<file path="config.mk">
export PLATFORM = sky130hd
export DESIGN_NAME = matrix_session_ctrl_flat
export DESIGN_NICKNAME = d
export VERILOG_FILES = /design/src/rtl/matrix_session_ctrl_if.sv /design/src/rtl/matrix_session_ctrl.sv /design/src/flat_wrapper.sv
export SDC_FILE = /design/constraint.sdc
export NUM_CORES = 1
export LEC_CHECK = 0
export BUFFER_PORTS_ARGS = -buffer_cell sky130_fd_sc_hd__buf_2
export CORE_ASPECT_RATIO = 1.5
export CORE_UTILIZATION = 55
export DETAILED_ROUTE_END_ITERATION = 8
export MAX_ROUTING_LAYER = met4
export PLACE_DENSITY = 0.8
export SLEW_MARGIN = 20
export SYNTH_ARGS = -nofsm -noshare
export SYNTH_HDL_FRONTEND = slang
export SYNTH_SLANG_ARGS = --single-unit
export TNS_END_PERCENT = 10
</file>
<file path="constraint.sdc">
create_clock -name bclk -period 11.5 [get_ports bclk]
set_clock_uncertainty 0.05 [all_clocks]
set_input_delay 0.575 -clock bclk [delete_from_list [all_inputs] [get_ports bclk]]
set_output_delay 0.575 -clock bclk [all_outputs]
set_load 0.02 [all_outputs]
</file>
<file path="src/rtl/matrix_session_ctrl_if.sv">
// Bundle of the UART, matrix-memory and Calculator signals seen by the session sequencer.
// master is the sequencer side; slave is the surrounding top level.
interface matrix_session_ctrl_if #(
    parameter int unsigned MAX_N  = 3,
    parameter int unsigned RES_W  = 16,
    parameter int unsigned ADDR_W = 4
);
    logic                           rx_valid;
    logic [7:0]                     rx_data;
    logic                           tx_busy;
    logic                           tx_start;
    logic [7:0]                     tx_data;
    logic                           mem_clr;
    logic                           mem_a_we;
    logic                           mem_b_we;
    logic [ADDR_W-1:0]              mem_addr;
    logic                           mult_start;
    logic                           mult_done;
    logic [MAX_N*MAX_N*RES_W-1:0]   mult_result;
    logic [2:0]                     state;
    logic [3:0]                     matrix_size;
    logic                           err_size;
    logic                           err_overrun;

    modport master (
        input  rx_valid, rx_data, tx_busy, mult_done, mult_result,
        output tx_start, tx_data, mem_clr, mem_a_we, mem_b_we, mem_addr,
               mult_start, state, matrix_size, err_size, err_overrun
    );

    modport slave (
        output rx_valid, rx_data, tx_busy, mult_done, mult_result,
        input  tx_start, tx_data, mem_clr, mem_a_we, mem_b_we, mem_addr,
               mult_start, state, matrix_size, err_size, err_overrun
    );
endinterface

</file>
<file path="src/rtl/matrix_session_ctrl.sv">
// Session sequencer: receives n, matrix A and matrix B over UART, runs the Calculator,
// then streams the n x n results back high byte first through a start/busy handshake.
module matrix_session_ctrl #(
    parameter int unsigned MAX_N  = 3,
    parameter int unsigned RES_W  = 16,
    parameter int unsigned ADDR_W = 4
) (
    input logic                   bclk,
    input logic                   rst,
    matrix_session_ctrl_if.master bus
);
    localparam int unsigned BPE = RES_W / 8;
    localparam int unsigned NEL = MAX_N * MAX_N;

    typedef enum logic [2:0] {
        IDLE      = 3'd0,
        RX_A      = 3'd1,
        RX_B      = 3'd2,
        COMPUTE   = 3'd3,
        WAIT      = 3'd4,
        SEND      = 3'd5,
        SEND_BUSY = 3'd6,
        SEND_IDLE = 3'd7
    } state_t;

    state_t                 state_q;
    logic [3:0]             size_q;
    logic [3:0]             row_q;
    logic [3:0]             col_q;
    logic [3:0]             sub_q;
    logic [NEL*RES_W-1:0]   shadow_q;
    logic                   tx_start_q;
    logic [7:0]             tx_data_q;
    logic                   mem_clr_q;
    logic                   mult_start_q;
    logic                   err_size_q;
    logic                   err_overrun_q;

    logic [3:0]             last_idx;
    logic                   col_last;
    logic                   row_last;
    logic                   sub_last;
    logic                   size_ok;
    logic                   busy_state;
    logic [ADDR_W-1:0]      addr;
    logic [RES_W-1:0]       elem;
    logic [RES_W-1:0]       elem_sh;
    logic [7:0]             cur_byte;

    // row/col double as the write position while receiving and the read position while sending
    always_comb begin
        last_idx   = size_q - 4'd1;
        col_last   = (col_q == last_idx);
        row_last   = (row_q == last_idx);
        sub_last   = (sub_q == 4'(BPE - 1));
        size_ok    = (bus.rx_data != 8'd0) && (bus.rx_data <= 8'(MAX_N));
        busy_state = (state_q == COMPUTE) || (state_q == WAIT) || (state_q == SEND) ||
                     (state_q == SEND_BUSY) || (state_q == SEND_IDLE);
        addr       = ADDR_W'(32'(row_q) * MAX_N + 32'(col_q));
        elem       = shadow_q[32'(addr) * RES_W +: RES_W];
        elem_sh    = elem >> ((32'(BPE - 1) - 32'(sub_q)) * 32'd8);
        cur_byte   = elem_sh[7:0];
    end

    assign bus.mem_addr    = addr;
    assign bus.mem_a_we    = (state_q == RX_A) && bus.rx_valid;
    assign bus.mem_b_we    = (state_q == RX_B) && bus.rx_valid;
    assign bus.mem_clr     = mem_clr_q;
    assign bus.mult_start  = mult_start_q;
    assign bus.tx_start    = tx_start_q;
    assign bus.tx_data     = tx_data_q;
    assign bus.state       = state_q;
    assign bus.matrix_size = size_q;
    assign bus.err_size    = err_size_q;
    assign bus.err_overrun = err_overrun_q;

    always_ff @(posedge bclk or posedge rst) begin
        if (rst) begin
            state_q       <= IDLE;
            size_q        <= '0;
            row_q         <= '0;
            col_q         <= '0;
            sub_q         <= '0;
            shadow_q      <= '0;
            tx_start_q    <= 1'b0;
            tx_data_q     <= '0;
            mem_clr_q     <= 1'b0;
            mult_start_q  <= 1'b0;
            err_size_q    <= 1'b0;
            err_overrun_q <= 1'b0;
        end else begin
            mem_clr_q    <= 1'b0;
            mult_start_q <= 1'b0;
            tx_start_q   <= 1'b0;
            err_size_q   <= 1'b0;
            if (bus.rx_valid && busy_state) begin
                err_overrun_q <= 1'b1;
            end

            unique case (state_q)
                IDLE: begin
                    if (bus.rx_valid) begin
                        if (size_ok) begin
                            size_q    <= bus.rx_data[3:0];
                            mem_clr_q <= 1'b1;
                            row_q     <= '0;
                            col_q     <= '0;
                            state_q   <= RX_A;
                        end else begin
                            err_size_q <= 1'b1;
                        end
                    end
                end
                RX_A, RX_B: begin
                    if (bus.rx_valid) begin
                        if (col_last) begin
                            col_q <= '0;
                            if (row_last) begin
                                row_q <= '0;
                                if (state_q == RX_A) begin
                                    state_q <= RX_B;
                                end else begin
                                    // registered so the strobe lines up with the COMPUTE cycle
                                    mult_start_q <= 1'b1;
                                    state_q      <= COMPUTE;
                                end
                            end else begin
                                row_q <= row_q + 4'd1;
                            end
                        end else begin
                            col_q <= col_q + 4'd1;
                        end
                    end
                end
                COMPUTE: begin
                    state_q <= WAIT;
                end
                WAIT: begin
                    if (bus.mult_done) begin
                        shadow_q <= bus.mult_result;
                        row_q    <= '0;
                        col_q    <= '0;
                        sub_q    <= '0;
                        state_q  <= SEND;
                    end
                end
                SEND: begin
                    if (!bus.tx_busy) begin
                        tx_start_q <= 1'b1;
                        tx_data_q  <= cur_byte;
                        state_q    <= SEND_BUSY;
                    end
                end
                SEND_BUSY: begin
                    if (bus.tx_busy) begin
                        state_q <= SEND_IDLE;
                    end
                end
                SEND_IDLE: begin
                    if (!bus.tx_busy) begin
                        if (row_last && col_last && sub_last) begin
                            row_q         <= '0;
                            col_q         <= '0;
                            sub_q         <= '0;
                            err_overrun_q <= 1'b0;
                            state_q       <= IDLE;
                        end else begin
                            if (sub_last) begin
                                sub_q <= '0;
                                if (col_last) begin
                                    col_q <= '0;
                                    row_q <= row_q + 4'd1;
                                end else begin
                                    col_q <= col_q + 4'd1;
                                end
                            end else begin
                                sub_q <= sub_q + 4'd1;
                            end
                            state_q <= SEND;
                        end
                    end
                end
                default: begin
                    state_q <= IDLE;
                end
            endcase
        end
    end
endmodule

</file>
<file path="src/flat_wrapper.sv">
// flat-port wrapper written by rule: the top's interface ports become plain ports
module matrix_session_ctrl_flat 
#(
    parameter int unsigned MAX_N  = 3,
    parameter int unsigned RES_W  = 16,
    parameter int unsigned ADDR_W = 4
)
  (bclk, rst, bus_rx_valid, bus_rx_data, bus_tx_busy, bus_mult_done, bus_mult_result, bus_tx_start, bus_tx_data, bus_mem_clr, bus_mem_a_we, bus_mem_b_we, bus_mem_addr, bus_mult_start, bus_state, bus_matrix_size, bus_err_size, bus_err_overrun);
  matrix_session_ctrl_if #(.MAX_N(MAX_N), .RES_W(RES_W), .ADDR_W(ADDR_W)) bus_i ();
  input logic bclk;
  input logic rst;
  input wire logic [$bits(bus_i.rx_valid)-1:0] bus_rx_valid;
  input wire logic [$bits(bus_i.rx_data)-1:0] bus_rx_data;
  input wire logic [$bits(bus_i.tx_busy)-1:0] bus_tx_busy;
  input wire logic [$bits(bus_i.mult_done)-1:0] bus_mult_done;
  input wire logic [$bits(bus_i.mult_result)-1:0] bus_mult_result;
  output wire logic [$bits(bus_i.tx_start)-1:0] bus_tx_start;
  output wire logic [$bits(bus_i.tx_data)-1:0] bus_tx_data;
  output wire logic [$bits(bus_i.mem_clr)-1:0] bus_mem_clr;
  output wire logic [$bits(bus_i.mem_a_we)-1:0] bus_mem_a_we;
  output wire logic [$bits(bus_i.mem_b_we)-1:0] bus_mem_b_we;
  output wire logic [$bits(bus_i.mem_addr)-1:0] bus_mem_addr;
  output wire logic [$bits(bus_i.mult_start)-1:0] bus_mult_start;
  output wire logic [$bits(bus_i.state)-1:0] bus_state;
  output wire logic [$bits(bus_i.matrix_size)-1:0] bus_matrix_size;
  output wire logic [$bits(bus_i.err_size)-1:0] bus_err_size;
  output wire logic [$bits(bus_i.err_overrun)-1:0] bus_err_overrun;
  assign bus_i.rx_valid = bus_rx_valid;
  assign bus_i.rx_data = bus_rx_data;
  assign bus_i.tx_busy = bus_tx_busy;
  assign bus_i.mult_done = bus_mult_done;
  assign bus_i.mult_result = bus_mult_result;
  assign bus_tx_start = bus_i.tx_start;
  assign bus_tx_data = bus_i.tx_data;
  assign bus_mem_clr = bus_i.mem_clr;
  assign bus_mem_a_we = bus_i.mem_a_we;
  assign bus_mem_b_we = bus_i.mem_b_we;
  assign bus_mem_addr = bus_i.mem_addr;
  assign bus_mult_start = bus_i.mult_start;
  assign bus_state = bus_i.state;
  assign bus_matrix_size = bus_i.matrix_size;
  assign bus_err_size = bus_i.err_size;
  assign bus_err_overrun = bus_i.err_overrun;
  matrix_session_ctrl #(.MAX_N(MAX_N), .RES_W(RES_W), .ADDR_W(ADDR_W)) u_core (.bclk(bclk), .rst(rst), .bus(bus_i));
endmodule
</file>
# Word level (Yosys, flattened, before mapping)
# Cells that the tools add are included.
dict set report op_classes {
  n_addsub 6
  n_mul 1
  n_lt_le_gt_ge 1
  eq_ne 21
  n_shift 2
  n_mux 50
  n_bitwise 1
  n_reduce_logical 22
}
# cell count
set op_table {}
lappend op_table {{144-bit by 9-bit indexed part select with 16-bit output} 1}
lappend op_table {{4-bit two-way mux} 18}
lappend op_table {{4-bit one-hot mux with 4 select lines} 2}
lappend op_table {{16-bit by 32-bit >> shifter with 8-bit output} 1}
lappend op_table {{3-bit two-way mux} 10}
lappend op_table {{3-bit one-hot mux with 7 select lines} 1}
lappend op_table {{1-bit two-way mux} 18}
lappend op_table {{9-bit AND reduction} 2}
lappend op_table {{4-bit by 1-bit adder with 4-bit output (second input constant)} 3}
lappend op_table {{3-bit == test (second input constant)} 4}
lappend op_table {{2-bit != test (second input constant)} 6}
lappend op_table {{4-bit == test} 2}
lappend op_table {{8-bit by 2-bit less-or-equal comparator with 1-bit output (second input constant)} 1}
lappend op_table {{4-bit one-hot mux with 2 select lines} 1}
lappend op_table {{8-bit nonzero test} 1}
lappend op_table {{7-bit AND reduction} 1}
lappend op_table {{3-bit by 2-bit == test with 1-bit output (second input constant)} 2}
lappend op_table {{1-bit logical AND} 6}
lappend op_table {{2-bit by 1-bit != test with 1-bit output (second input constant)} 3}
lappend op_table {{3-bit by 2-bit != test with 1-bit output (second input constant)} 2}
lappend op_table {{3-bit AND reduction} 2}
lappend op_table {{1-bit by 4-bit subtractor with 5-bit output (first input constant)} 1}
lappend op_table {{4-bit adder} 1}
lappend op_table {{4-bit by 1-bit == test with 1-bit output (second input constant)} 1}
lappend op_table {{other kinds (10)} 14}
dict set report word_totals {
  regBits 176
  out_inout_bits 26
  elab_cells 116
}

# Depth between registers and ports, before layout
# Gate-level depths: netlist (run 1).
dict set report depth {
  depth_word 10
  depth_mapped 10
  ltp_nobuf 9
}

# Worst setup path after synthesis (run 1)
# No wires, ideal clock.
dict set report synth_timing {
  kind {flip-flop to flip-flop}
  from {register u_core.row_q[0]}
  to {register u_core.tx_data_q[0] (netlist: u_core.bus.tx_data[0])}
  setup_ns 0.122
  arrival_ns 3.096
  required_ns 11.328
  slack_ns 8.233
  stages_incl_launch_ff 11
  n_path_buf 2
  path_cell_list {dfrtp_1 -> fa_1 -> ha_1 -> fa_1 -> clkbuf_1 -> and2_1 -> buf_1 -> a22oi_1 -> nand3_1 -> nand3_1 -> a32o_1}
}
dict set report synth_via {
  elab_chain_len 4
}
# element line
set synth_lines {}
lappend synth_lines {{start, declared} matrix_session_ctrl.sv:28} ;# logic [3:0] row_q;
lappend synth_lines {{start signal, assigned} matrix_session_ctrl.sv:128} ;# row_q <= row_q + 4'd1;
lappend synth_lines {{start signal, assigned} matrix_session_ctrl.sv:172} ;# row_q <= row_q + 4'd1;
lappend synth_lines {{4-bit by 2-bit multiplier with 4-bit output} matrix_session_ctrl.sv:59} ;# addr = ADDR_W'(32'(row_q) * MAX_N + 32'(col_q));
lappend synth_lines {{4-bit adder} matrix_session_ctrl.sv:59}
lappend synth_lines {{net bus_mem_addr[2]} flat_wrapper.sv:22} ;# output wire logic [$bits(bus_i.mem_addr)-1:0] bus_mem_addr;
lappend synth_lines {{144-bit by 9-bit indexed part select with 16-bit output} matrix_session_ctrl.sv:60} ;# elem = shadow_q[32'(addr) * RES_W +: RES_W];
lappend synth_lines {{16-bit by 32-bit >> shifter with 8-bit output} matrix_session_ctrl.sv:61} ;# elem_sh = elem >> ((32'(BPE - 1) - 32'(sub_q)) * 32'd8);
lappend synth_lines {{end signal, assigned} matrix_session_ctrl.sv:150} ;# tx_data_q <= cur_byte;
lappend synth_lines {{end, declared} matrix_session_ctrl.sv:33} ;# logic [7:0] tx_data_q;
# The timed path passes the listed nets, and every way through them passes these cells.
# A chain may end at the register's enable or synchronous reset.

# Worst setup path in the final report (run 1)
dict set report layout_timing {
  from {register u_core.row_q[0]}
  to {output bus_mem_addr[3]}
}
dict set report layout_via {
  elab_chain_len 2
}
# element line
set layout_lines {}
lappend layout_lines {{4-bit by 2-bit multiplier with 4-bit output} matrix_session_ctrl.sv:59}
lappend layout_lines {{4-bit adder} matrix_session_ctrl.sv:59}
lappend layout_lines {{end, declared} flat_wrapper.sv:22}
# No other way between the ends.

==> results by stage, run 1 <==
Run status:
- The run finished with clean final reports.

Placement:
- The HPWL after detailed placement is 15,100 um.
- After detailed placement, the design holds a cell count of ~990.
- The count of buffers added on input and output ports is 182.
- The final RePlAce weighted congestion is 0.882.
- Before CTS, the worst setup slack after placement is 7.97 ns.

Cells and area:
- The proportion of layout cells with a drive suffix above 1 is 0.427.
- Registers take 0.00440 mm^2.
- Fill cells in the final layout number between 1,000 and 1,500.
- The growth of design area from synthesis to finish is 19.2%.
- The repair_antennas step left the layout with diodes totalling 0.
- Leaving out filler cells and counting taps, the final layout contains roughly 1,000.
- In the final layout, the multi-input gates occupy 0.00388 mm^2.
- The final layout net count is about 1,000.
- At the end of the flow the core is filled with cells to 0.673.

STA:
- The worst path in the final design needs a cycle of 3.88 ns, including I/O delays and setup.
- The final worst setup slack is 7.62 ns.
- For the pin with the worst max-slew slack, the measured transition is 1.07 ns.
- Setup repair after global routing left no endpoint under its margin.
- The count of pins over their slew limit is 0.
- The worst pin sits at a relative slew slack of 0.278.
- The final cycle utilization of the critical path is 0.337.
- The setup-violating endpoint count in the final report is 0.
- Across all hold checks on the routed design, the worst slack comes to around 0.28 ns.
- The final total negative setup slack is 0 ns.
- Static timing analysis puts the maximum clock frequency at 258 MHz.
- The hold violation total from the final report was 0.

Worst hold path:
- The type of the worst min-delay path is in2async.

Yosys:
- Synthesis produced a netlist whose cell count is 647.
- The flip-flop and latch count after synthesis is 176.
- Synthesis instantiated 61 different standard cells from the library.
- The sequential-to-total area share from yosys stat is 0.518.
- The area share of the largest cell type after synthesis is 0.518.
- The number of warning messages in the yosys log is 0.
- The leading area contributor after synthesis is sky130_fd_sc_hd__dfrtp_1.
- The most used flip-flop cell after synthesis is sky130_fd_sc_hd__dfrtp_1.
- The number of flops mapped to enable cells by yosys is 0.
- Synthesis produced a netlist with a net count of approximately 820.
- Sorting the synthesized cells by area gives the leading types as sky130_fd_sc_hd__dfrtp_1 (52%), sky130_fd_sc_hd__mux2_2 (14%), sky130_fd_sc_hd__mux2_1 (4.4%), sky130_fd_sc_hd__mux4_2 (4.2%), sky130_fd_sc_hd__mux2i_1 (4.0%).
- The async set-reset flop share out of synthesis is 1.00.
- The synthesized cell area is 0.00850 mm^2.
- The per-instance average area after synthesis is around 13 um^2.

Worst setup path:
- The cell with the most instances on the worst path is sky130_fd_sc_hd__fa_1.
- The critical path contains buffers and inverters numbering 2 combined.
- The data arrival time of the critical path is 3.25 ns.
- The required time of the critical path is about 11 ns.
- The kind of start point of the critical path is a register.
- Along the worst path, the maximum fanout reaches 18.
- The critical path's largest stage delay is 0.54 ns.
- On the critical path the largest part of the delay comes from adder cells.
- For this design, the slowest cell found on the critical path is sky130_fd_sc_hd__dfrtp_1.
- The critical path goes through fa_1 > ha_1 > fa_1 > xnor3_2 > xnor2_4 > inv_1 > buf_2.
- The kind of end point of the critical path is an output pin.
- The path type of the worst setup path is reg2out.

Pwr:
- For this design the total switching power over the nets is between 0.6 and 0.7 mW.
- The power density over the cells is 186 mW/mm^2.
- The worst vdd rail ir drop is 0.000180 V.
- The share of total power dissipated in the clock network is 0.315.
- Cell internal power was estimated by the tool at 1.23 mW.
- The switching portion of total power is 0.346.
- For this design the static power due to leakage is 5.27 nW.
- The sequential share of power is 0.344.
- Of the total power, combinational logic draws 0.341.

Detailed routing:
- The per-cell via count in the routed design is 5.83.
- In the final routed layout, each cell accounts on average for 20.2 um.
- The post-detailed-route count of antenna-violating nets is 0.
- The total via count after detailed routing is between 5,000 and 6,000.
- The first detailed-routing pass took 5 iterations.
- The residual DRC count is 0.
- The routed wire length is 20,700 um.
- The number of violations reported at the end of detailed-routing iteration 0 is 339.

Die:
- The vertical die dimension is roughly 150 um.
- The initial core utilization is 0.564.
- The total I/O pin count is 183.
- The x dimension of the die is 104 um.
- The die covers 0.0160 mm^2.
- Row generation in the floorplan step produced 55 rows.
- After floorplanning, the core was sized to cover 0.0151 mm^2.

Global route:
- In the global route stage, met2 resource usage came out at 0.488.
- The via count of the first global-routing pass was around 6,300.
- The met3 usage in global routing is 0.0447.
- Entering global routing, the biggest net connects slightly below 100 pins.
- The overflow left after global routing is 0.
- The first global-routing pass estimated 32,900 um of wire.
- The total routing usage reported by global routing is 0.277.
- The busiest layer in global routing is met2.
- The initial antenna violation count is 0.
- For met1 alone, demand over resource in global routing was 0.306.

CTS:
- TritonCTS built the clock tree.
- The number of levels the H-tree was split into is 4.
- The maximum number of buffers from clock root to sink is 2.
- The number of gates given a new drive strength after cts is 0.
- The later pin in the worst-skew pair is clocked with a latency of 0.42 ns.
- The number of hold buffers added after CTS is 0.
- The number of CTS-inserted buffers is 17.
- In this run the clock root is driven by a sky130_fd_sc_hd__clkbuf_16.
- The clock transition at the registers of the reported paths is 0.06 ns.
- Buffers added to address setup during post-CTS repair amount to 0.
- The number of sinks handled by clock tree synthesis is 176.

Run:
- Max-cap violations in this run came to 0.
-- placed cells by master, fill, tap and decap left out, types with 4 or more instances in the layout --
cell type,synthesis,final
sky130_fd_sc_hd__buf_2,23,182
sky130_fd_sc_hd__dfrtp_1,176,176
sky130_fd_sc_hd__mux2_2,107,107
sky130_fd_sc_hd__nand2_1,69,69
sky130_fd_sc_hd__mux2i_1,34,34
sky130_fd_sc_hd__mux2_1,33,33
sky130_fd_sc_hd__nand3_1,20,20
sky130_fd_sc_hd__clkbuf_16,0,17
sky130_fd_sc_hd__mux4_2,16,16
sky130_fd_sc_hd__a22oi_1,16,16
sky130_fd_sc_hd__inv_1,14,13
sky130_fd_sc_hd__nor2_1,10,10
sky130_fd_sc_hd__a221o_1,9,9
sky130_fd_sc_hd__ha_1,10,9
sky130_fd_sc_hd__xnor2_1,8,8
sky130_fd_sc_hd__a32o_1,8,8
sky130_fd_sc_hd__nor3_1,7,7
sky130_fd_sc_hd__a21oi_1,6,6
sky130_fd_sc_hd__and2_1,6,6
sky130_fd_sc_hd__inv_6,0,5
sky130_fd_sc_hd__o21ai_0,5,5
sky130_fd_sc_hd__nor2b_1,4,4
sky130_fd_sc_hd__nand2b_1,4,4
-- path summary, 6_finish.rpt --
kind	endpoint	cells past startpoint	from	slack (ns)
max in group asynchronous	u_core.shadow_q[114]	3	rst	9.90
min in group bclk	u_core.shadow_q[132]	3	bus_mult_result[132]	0.29
worst max register to register	u_core.bus.tx_data[1]	8	u_core.row_q[0]	7.93
worst min-delay path	u_core.shadow_q[45]	2	rst	0.28
worst max-delay path	bus_mem_addr[3]	7	u_core.row_q[0]	7.62
worst min register to register	u_core.shadow_q[68]	1	u_core.shadow_q[68]	0.44
-- per-stage QoR --
| stage | instance area (um^2) | total power [mW] |
|---|---|---|
| global route | 10100 | 1.96 |
| detailed placement | 9520 | 1.30 |
| floorplan | 8500 | 1.16 |
| CTS | 10100 | 1.89 |
| finish | 10100 | 1.89 |
| global placement | 9520 | 1.28 |
-- Yosys cell counts (6+ instances only) --
master,n
sky130_fd_sc_hd__a22oi_1,16
sky130_fd_sc_hd__ha_1,10
sky130_fd_sc_hd__mux4_2,16
sky130_fd_sc_hd__nand2_1,69
sky130_fd_sc_hd__a221o_1,9
sky130_fd_sc_hd__mux2i_1,34
sky130_fd_sc_hd__dfrtp_1,176
sky130_fd_sc_hd__mux2_2,107
sky130_fd_sc_hd__inv_1,14
sky130_fd_sc_hd__and2_1,6
sky130_fd_sc_hd__nand3_1,20
sky130_fd_sc_hd__clkbuf_1,8
sky130_fd_sc_hd__nor3_1,7
sky130_fd_sc_hd__mux2_1,33
sky130_fd_sc_hd__xnor2_1,8
sky130_fd_sc_hd__buf_2,23
sky130_fd_sc_hd__a21oi_1,6
sky130_fd_sc_hd__nor2_1,10
sky130_fd_sc_hd__a32o_1,8
-- layout make-up --
type / instances / area share
clock buffers: 20 / 0.0460
clock inverters: 12 / 0.0146
inverters: 14 / 0.00568
multi-input cells: 419 / 0.383
flip-flops and latches: 176 / 0.435
well taps: 199 / 0.0246
repair buffers: 184 / 0.0917
-- kinds of logic (layout without fill, tap and decap cells) --
| kind of cell | count (synthesis) | after routing | synth area share |
|---|---|---|---|
| multiplexers | 190 | 190 | 0.268 |
| flip-flops | 176 | 176 | 0.518 |
| AND/OR/NAND/NOR | 133 | 133 | 0.0746 |
| AO/OA/AOI/OAI | 68 | 68 | 0.0671 |
| buffers and inverters | 52 | 230 | 0.0277 |
| adder cells (fa/ha/maj) | 14 | 14 | 0.0230 |
| XOR/XNOR | 14 | 14 | 0.0219 |
-- power groups by stage --
stage          logic, mW  registers (mW)  clock network (mW)
2_1_floorplan      0.503           0.654                   0
6_report           0.643           0.649               0.594
5_1_grt            0.691           0.650               0.621
4_1_cts            0.645           0.649               0.601
3_3_place_gp       0.623           0.659                   0
3_5_place_dp       0.641           0.661                   0
-- per-layer routing --
metal | part of all wire | vias up
met5 | 0 | -
met4 | 0.044 | 0
met3 | 0.046 | 49
met2 | 0.54 | 243
met1 | 0.37 | 2982
li1 | - | 2692
-- worst reg2reg max path: stages (launching register included) --
cell and delay (ns):
sky130_fd_sc_hd__dfrtp_1 0.54, sky130_fd_sc_hd__fa_1 0.48, sky130_fd_sc_hd__ha_1 0.22, sky130_fd_sc_hd__fa_1 0.37, sky130_fd_sc_hd__xnor3_2 0.44, sky130_fd_sc_hd__xnor2_4 0.48
sky130_fd_sc_hd__nor4_4 0.18, sky130_fd_sc_hd__a221o_1 0.43, sky130_fd_sc_hd__a32o_1 0.26
-- state kept, by name, summed over array words and instances, names as in the netlist --
register and cells:
u_core.bus.err_overrun 1, u_core.bus.err_size 1, u_core.bus.matrix_size 4, u_core.bus.mem_clr 1, u_core.bus.mult_start 1, u_core.bus.state 3
u_core.bus.tx_data 8, u_core.bus.tx_start 1, u_core.col_q 4, u_core.row_q 4, u_core.shadow_q 144, u_core.sub_q 4
(Power assumes the default switching activity.)
==> run 2: changes to the inputs <==
==> constraint.sdc (replaced) <==
create_clock -name bclk -period 4.1 [get_ports bclk]
set_clock_uncertainty 0.05 [all_clocks]
set_input_delay 0.205 -clock bclk [delete_from_list [all_inputs] [get_ports bclk]]
set_output_delay 0.205 -clock bclk [all_outputs]
set_load 0.02 [all_outputs]
==> run 2 against run 1 <==
- the run now ends with negative hold slack left
- via count grew 13%
- hold slack lost 0.34 ns
- die area is the same
- cell area grew 15%
- sequential power grew to 2.8 times the previous value
- critical path type is now reg2reg
==> results by stage, run 2 (synthesis results as in run 1) <==
STA:
- The count of pins over their slew limit is 0.
- The routed design could run at a clock period as short as about 3.7 ns.
- The timing-limited maximum frequency is ~270 MHz.
- The slew at the pin with the worst max-slew slack is 1.01 ns.
- Hold timing on the final database bottoms out at a slack of -0.0602 ns.
- The final cycle utilization of the critical path is 0.894.
- The hold violation total from the final report was 36.
- Setup violations remaining at the end of the flow were counted as 0.
- Setup total negative slack on the finished layout was measured at 0 ns.
- The final worst setup slack is 0.437 ns.
- Measured against its own limit, the worst slew margin works out to 0.322.
- Setup repair after global routing left no endpoint under its margin.

Global route:
- The initial antenna violation count is 4.
- The via count of the first global-routing pass is 7,369.
- Entering global routing, the biggest net connects 177 pins.
- The first global-routing pass estimated 40,000 um of wire.
- The overflow left after global routing is 0.
- The total routing usage reported by global routing is 0.347.

Die:
- In this run the standard cell core region covers 0.0151 mm^2.
- The die covers 0.0160 mm^2.
- Measured along the y axis, the die boundary spans 154 um.
- The initial utilization of the core area, before any placement, comes to 0.564.
- In this run the core area contains 55 standard-cell rows.
- During I/O placement, the number of pins put on the boundary was 183.
- In this run the horizontal extent of the chip is 104 um.

Pwr:
- Summing internal, switching and leakage power gives roughly 5.5 mW.
- The worst vdd rail ir drop is 0.000508 V.
- For this design the ratio of total power to cell area is 475 mW/mm^2.
- The standby leakage power is 5.90 nW.

Run status:
- The run finished, with violations left.
- The checks that failed: negative hold slack.

Cells and area:
- The flip-flop count of the largest register, all copies and words added is 144.
- The final layout net count is 1,131.
- The number of standard cells in the layout, taps in and fillers out is 1,177.
- The proportion of layout cells with a drive suffix above 1 is 0.364.
- More flip-flops sit in one register than any other, and that register is u_core.shadow_q.
- The growth of design area from synthesis to finish is 36.9%.
- The most common library cell in the layout ignoring fill and taps is sky130_fd_sc_hd__buf_2.
- The filler cells instantiated in the layout total 846.
- In the layout the commonest cells are sky130_fd_sc_hd__buf_2 (182), sky130_fd_sc_hd__dfrtp_1 (176), sky130_fd_sc_hd__dlygate4sd3_1 (146).

CTS:
- The TritonCTS clock tree is built.
- The number of gates given a new drive strength after cts is 0.
- Clock tree synthesis found a total of 176 sinks.
- The maximum number of buffers from clock root to sink is 2.
- The number of post-CTS setup repair buffers is 0.
- For this design, the CTS-stage hold fixing added 146 buffers.
- Clock latency on the worst-skew pair, taken at its later pin, is 0.45 ns.
- After clock tree synthesis, the clock-pin slew on the worst setup and hold paths is 0.07 ns.
- The number of levels the H-tree was split into is 4.
- The number of CTS-inserted buffers is 17.
- Clock tree synthesis selected as its root buffer the cell sky130_fd_sc_hd__clkbuf_16.

Placement:
- The post-place setup slack is 0.545 ns.
- The final RePlAce weighted congestion is 0.881.
- The final HPWL from detailed placement is about 15,000 um.
- Including well taps, the total number of placed cells is between 900 and 1,000.
- The number of port buffers is 182.

Worst setup path:
- The path type of the worst setup path is reg2reg.
- The worst-path maximum fanout is 18.
- The critical path starts at u_core.row_q[0].
- The data arrival time of the critical path is 3.93 ns.
- The worst setup path is launched from a register.
- The slack of the worst reg-to-reg path is ~0.44 ns.
- STA classifies the critical path endpoint as a register.
- The startpoint identified for the worst register-to-register timing path is u_core.row_q[0].
- The required time of the critical path is 4.37 ns.

Detailed routing:
- The total via count after detailed routing is 6,723.
- The final layout contains routed wiring with a total length of 25,400 um.
- The per-cell via count in the routed design is 5.71.
- Dividing the detail-routed wire length by the instance count gives 21.6 um.
- The first detailed-routing pass took 5 iterations.
- The number of violations reported at the end of detailed-routing iteration 0 is 447.
- The residual DRC count is 0.
- The post-detailed-route count of antenna-violating nets is 0.

Run:
- The tool flagged a number of max-cap violations equal to 0.

Worst hold path:
- The type of the worst min-delay path is in2async.
==> run 2: per-layer routing <==
layer / vias up / global-route usage / share of wire
met2: 297 / 0.613 / 0.54
met4: 0 / 0.213 / 0.061
met3: 103 / 0.0725 / 0.050
met1: 3343 / 0.350 / 0.35
met5: - / - / 0
li1: 2980 / - / -
==> run 2: final cells by class <==
class                           count  area [um^2]  share of cell area
Antenna cell                        4         10.0            0.000860
Clock buffer                       19          453              0.0389
Clock inverter                     13          150              0.0129
Inverter                           14         56.3             0.00484
Multi-Input combinational cell    419         3880               0.333
Sequential cell                   176         4400               0.378
Tap cell                          199          249              0.0214
Timing Repair Buffer              333         2430               0.209
==> run 2: worst paths after layout <==
check	to	cells after the start
worst max-delay path	u_core.bus.tx_data[3]	8
worst min-delay path	u_core.shadow_q[115]	3
worst max register to register	u_core.bus.tx_data[3]	8
worst min register to register	u_core.shadow_q[140]	2
max in group asynchronous	u_core.sub_q[3]	3
min in group bclk	u_core.bus.err_overrun	3
==> run 2: power breakdown <==
part / leakage [nW] / switching, mW / internal [mW]
combinational: 3.16 / 1.18 / 0.842
sequential: 2.44 / 0.0598 / 1.76
clock: 0.297 / 0.740 / 0.944
==> run 2: stage by stage <==
step           cell area, um^2   util
2_1_floorplan             8510      -
5_1_grt                  11600  0.772
6_report                 11600  0.772
3_5_place_dp              9560  0.635
4_1_cts                  11600  0.772
3_3_place_gp              9560  0.635
==> run 2: worst max-delay path: stages, from the launching register on <==
cell                      delay (ns)
sky130_fd_sc_hd__dfrtp_1        0.57
sky130_fd_sc_hd__fa_1           0.52
sky130_fd_sc_hd__ha_1           0.23
sky130_fd_sc_hd__fa_1           0.36
sky130_fd_sc_hd__xnor3_2        0.44
sky130_fd_sc_hd__xnor2_4        0.49
sky130_fd_sc_hd__nor4_4         0.19
sky130_fd_sc_hd__a221o_1        0.43
sky130_fd_sc_hd__a32o_1         0.25
==> run 3: changes to the inputs <==
--- a/config.mk
+++ b/config.mk
@@ -5,6 +5,7 @@
 export SDC_FILE = /design/constraint.sdc
 export NUM_CORES = 1
 export LEC_CHECK = 0
+export ABC_AREA = 1
 export BUFFER_PORTS_ARGS = -buffer_cell sky130_fd_sc_hd__buf_2
 export CORE_ASPECT_RATIO = 1.5
 export CORE_UTILIZATION = 55
==> run 3 against run 2 <==
- the run still ends with negative hold slack left
- critical path depth grew 1
- hold slack gained 0.0095 ns
- final cell count up 45%
- register-to-register slack improved by 0.32 ns
- setup slack better by 0.080 ns
- sequential share of layout area is 0.85 points lower
- power rose by 61%
- via count up 36%
- area after synthesis grew 4.6%
- wire length increased by 11%
- critical path type is now reg2out
==> results by stage, run 3 <==
Worst hold path:
- The type of the worst min-delay path is in2async.

Yosys:
- A synthesized cell averages 7.47 um^2.
- By area the synthesized netlist is led by sky130_fd_sc_hd__dfrtp_1 (50%), sky130_fd_sc_hd__nand2_1 (24%), sky130_fd_sc_hd__nand3_1 (4.3%), sky130_fd_sc_hd__o21ai_0 (4.2%), sky130_fd_sc_hd__inv_1 (3.5%).
- The commonest cells after synthesis are sky130_fd_sc_hd__nand2_1 (566), sky130_fd_sc_hd__dfrtp_1 (176), sky130_fd_sc_hd__inv_1 (83).
- The cell count after synthesis came out at between 1,000 and 1,500.
- The share of the Yosys chip area taken by registers is 0.495.
- The share of synthesized area in the top cell type comes to 0.495.
- sky130_fd_sc_hd__dfrtp_1 takes more of the synthesized area than any other cell.
- The unique cell type count in the Yosys netlist is 34.
- Counting flops with an async set or reset pin after synthesis yields a share of 1.00.
- sky130_fd_sc_hd__nand2_1 is the most common cell in the netlist.
- Counting every net in the synthesized netlist gives 1,360.
- Counting flops with a built-in enable in the synthesized netlist gives 0.
- Counting flops and latches in the post-synthesis netlist gives ~180.
- In the synthesized netlist the dominant register cell turns out to be sky130_fd_sc_hd__dfrtp_1.
- In this run the cell area of the synthesized design comes to approximately 0.009 mm^2.
- The number of warning messages in the yosys log is 0.

STA:
- The timing-limited maximum frequency is between 200 and 300 MHz.
- The time the final worst path needs with I/O delays and setup is roughly 3.6 ns.
- The relative slew slack is 0.323.
- Setup violations remaining at the end of the flow were counted as 0.
- The count of pins over their slew limit is 0.
- Setup repair after global routing left no endpoint under its margin.
- At the pin with the least slew margin, the transition time is 1.02 ns.
- The final cycle utilization of the critical path is 0.874.
- The final total negative setup slack is 0 ns.
- The hold violation total from the final report came to 17.
- The final worst setup slack is 0.516 ns.
- Across all hold checks on the routed design, the worst slack comes to -0.0507 ns.

Worst setup path:
- The cell with the most instances on the worst path is sky130_fd_sc_hd__fa_1.
- The path type of the worst setup path is reg2out.
- The critical path starts at u_core.row_q[0].
- On the worst path, the slowest cell contributes a delay of about 0.52 ns.
- The worst setup path is captured at an output pin.
- The depth of the worst register-to-register path is 11.
- In this run the worst path has a maximum fanout of 17.
- STA classifies the critical path startpoint as a register.
- Grouping stages by cell kind, the critical path spends the most delay in adder cells.
- The slowest stage of the critical path is the sky130_fd_sc_hd__dfrtp_1 cell.
- STA puts the critical path data arrival time at 3.33 ns.
- In this run the critical register-to-register path is launched from u_core.row_q[0].
- At the worst endpoint, the required time is 3.85 ns.
- The signal on the critical path passes through fa_1 > ha_1 > fa_1 > xnor2_1 > nand2b_4 > nand3_2 > nand2_4 > inv_1 > buf_2.
- The endpoint identified for the worst register-to-register timing path is u_core.bus.tx_data[5].
- The critical path contains buffers and inverters numbering 2 combined.
- Setup slack on the worst reg-to-reg path comes out at 0.76 ns.

Cells and area:
- The final layout net count is 1,660.
- In the final layout, the share of cells above drive strength 1 is 0.167.
- The finished layout holds roughly 1,700 standard cells, fillers aside.
- Once layout is done, the placed cells without fillers occupy 0.0119 mm^2.
- Ranked by flip-flop count, first place goes to u_core.shadow_q.
- The total of fill cells in the finished design is 1,126.
- The register with the most flip-flops in the layout has 144 of them.
- In the layout the commonest cells are sky130_fd_sc_hd__nand2_1 (566), sky130_fd_sc_hd__buf_2 (182), sky130_fd_sc_hd__dfrtp_1 (176).
- Compared with the post-synthesis result, the final layout area differs by 33.9%.
- Leaving out fill and tap cells, the most frequent cell in the layout is sky130_fd_sc_hd__nand2_1.

Global route:
- Entering global routing, the biggest net connects 177 pins.
- The total routing usage reported by global routing is 0.364.
- Summed over all layers, the global routing overflow is 0.
- For met3 alone, demand over resource in global routing was 0.0535.
- The layer flagged by global routing as most heavily used is met2.
- In the global route stage, met2 resource usage came out at 0.633.
- The wire length of the first global-routing pass is 44,800 um.
- For met1 alone, demand over resource in global routing was 0.400.
- The via count of the first global-routing pass was 9,080.
- The initial antenna violation count is 1.

Placement:
- The number of port buffers is 182.
- The congestion estimate from routability-driven global placement came to just over 0.9.
- Including well taps, the total number of placed cells is around 1,500.
- The wire-length estimate of the detail-placed layout is 16,400 um.
- The cell area after placement is 0.00989 mm^2.
- OpenSTA, run right after detailed placement, puts the worst setup slack at 0.808 ns.

Detailed routing:
- The post-detailed-route count of antenna-violating nets is 0.
- In the routed layout, each cell is associated on average with a via count of 5.38.
- For this run, the detailed router's first-pass iteration total came to 6.
- The per-cell routed wire length is 16.5 um.
- Summing over every cut layer, the via total after detailed routing is 9,172.
- In the routed design, unresolved DRC markers number 0.
- For this block, the initial DRC count from the detailed router was 732.
- The routed wire length is 28,100 um.

CTS:
- The number of levels the H-tree was split into is 4.
- The longest clock path from root to sink contains 2 buffers.
- The cell at the root of the clock tree is sky130_fd_sc_hd__clkbuf_16.
- Post-CTS timing repair inserted 0 buffers for setup.
- The clock drives 176 sinks.
- In this run, post-CTS repair resized a total of 0 instances.
- Clock tree synthesis inserted a total of 17 buffers.
- The clock transition at the registers of the reported paths is 0.06 ns.
- TritonCTS built the clock tree.
- The insertion delay to the later sink of the worst-skew pair is roughly 0.43 ns.

Die:
- The total area inside the core boundary comes to 0.0157 mm^2.
- The x dimension of the die is around 110 um.
- The vertical die dimension is 158 um.
- The row count is 56.
- 183 I/O pins were placed.
- The initial core utilization is 0.567.
- The die covers 0.0167 mm^2.

Run:
- The max-capacitance violation count is 0.

Pwr:
- VDD sags by at most 0.000415 V.
- The design draws 8.93 mW.
- For this design the ratio of total power to cell area is 750 mW/mm^2.
- Summed over all cells, the static leakage comes to 6.45 nW.

Run status:
- The run finished, with violations left.
- The final reports fail on negative hold slack.
run 3: what timing repair did:
action,in CTS,in global routing
endpoints found under the hold margin,147,0
setup endpoints to repair,0,0
hold buffers,147,0
run 3: power breakdown:
part           internal, mW  total, mW  switching [mW]
clock network         0.835       1.53           0.692
registers              2.10       2.36           0.253
logic                  1.63       5.04            3.41
total                  4.57       8.93            4.36
run 3: cell families after synthesis:
| logic type | count (synthesis) | synth area share |
|---|---|---|
| buf+inv | 151 | 0.0713 |
| simple gates | 698 | 0.320 |
| compound gates | 146 | 0.0864 |
| xor+xnor | 6 | 0.00591 |
| fa+ha+maj | 13 | 0.0208 |
| flops | 176 | 0.495 |
run 3: how the worst max path moves through the flow:
stage | end | cells past startpoint
after floorplan | u_core.bus.tx_data[1] | 12
after global placement | u_core.bus.tx_data[3] | 11
after detailed placement | u_core.bus.tx_data[5] | 11
after CTS | bus_mem_addr[3] | 9
after global routing | bus_mem_addr[3] | 9
final | bus_mem_addr[3] | 9
run 3: final cells by class:
type	count	area, um^2	share of cell area
inverters	95	363	0.0305
repair buffers	337	2470	0.208
diodes	1	2.50	0.000210
clock inverters	12	111	0.00935
clock buffers	18	429	0.0360
flip-flops and latches	176	4400	0.370
multi-input cells	863	3870	0.325
well taps	203	254	0.0213
run 3: metal layers:
layer | wire length [um] | vias up
met5 | 0 | -
met2 | 14900 | 454
li1 | - | 4325
met1 | 10100 | 4281
met4 | 1510 | 0
met3 | 1620 | 112
run 3: stage by stage:
stage               utilization  hold slack (ns)
floorplan                     -            0.223
finish                    0.759          -0.0507
global route              0.759           0.0120
CTS                       0.758           0.0131
global placement          0.630            0.348
detailed placement        0.630            0.351
run 3: tightest hold or removal path: cells and delay by family:
| kind | cells | cell delay, ns |
|---|---|---|
| buffers and inverters | 3 | 0.75 |
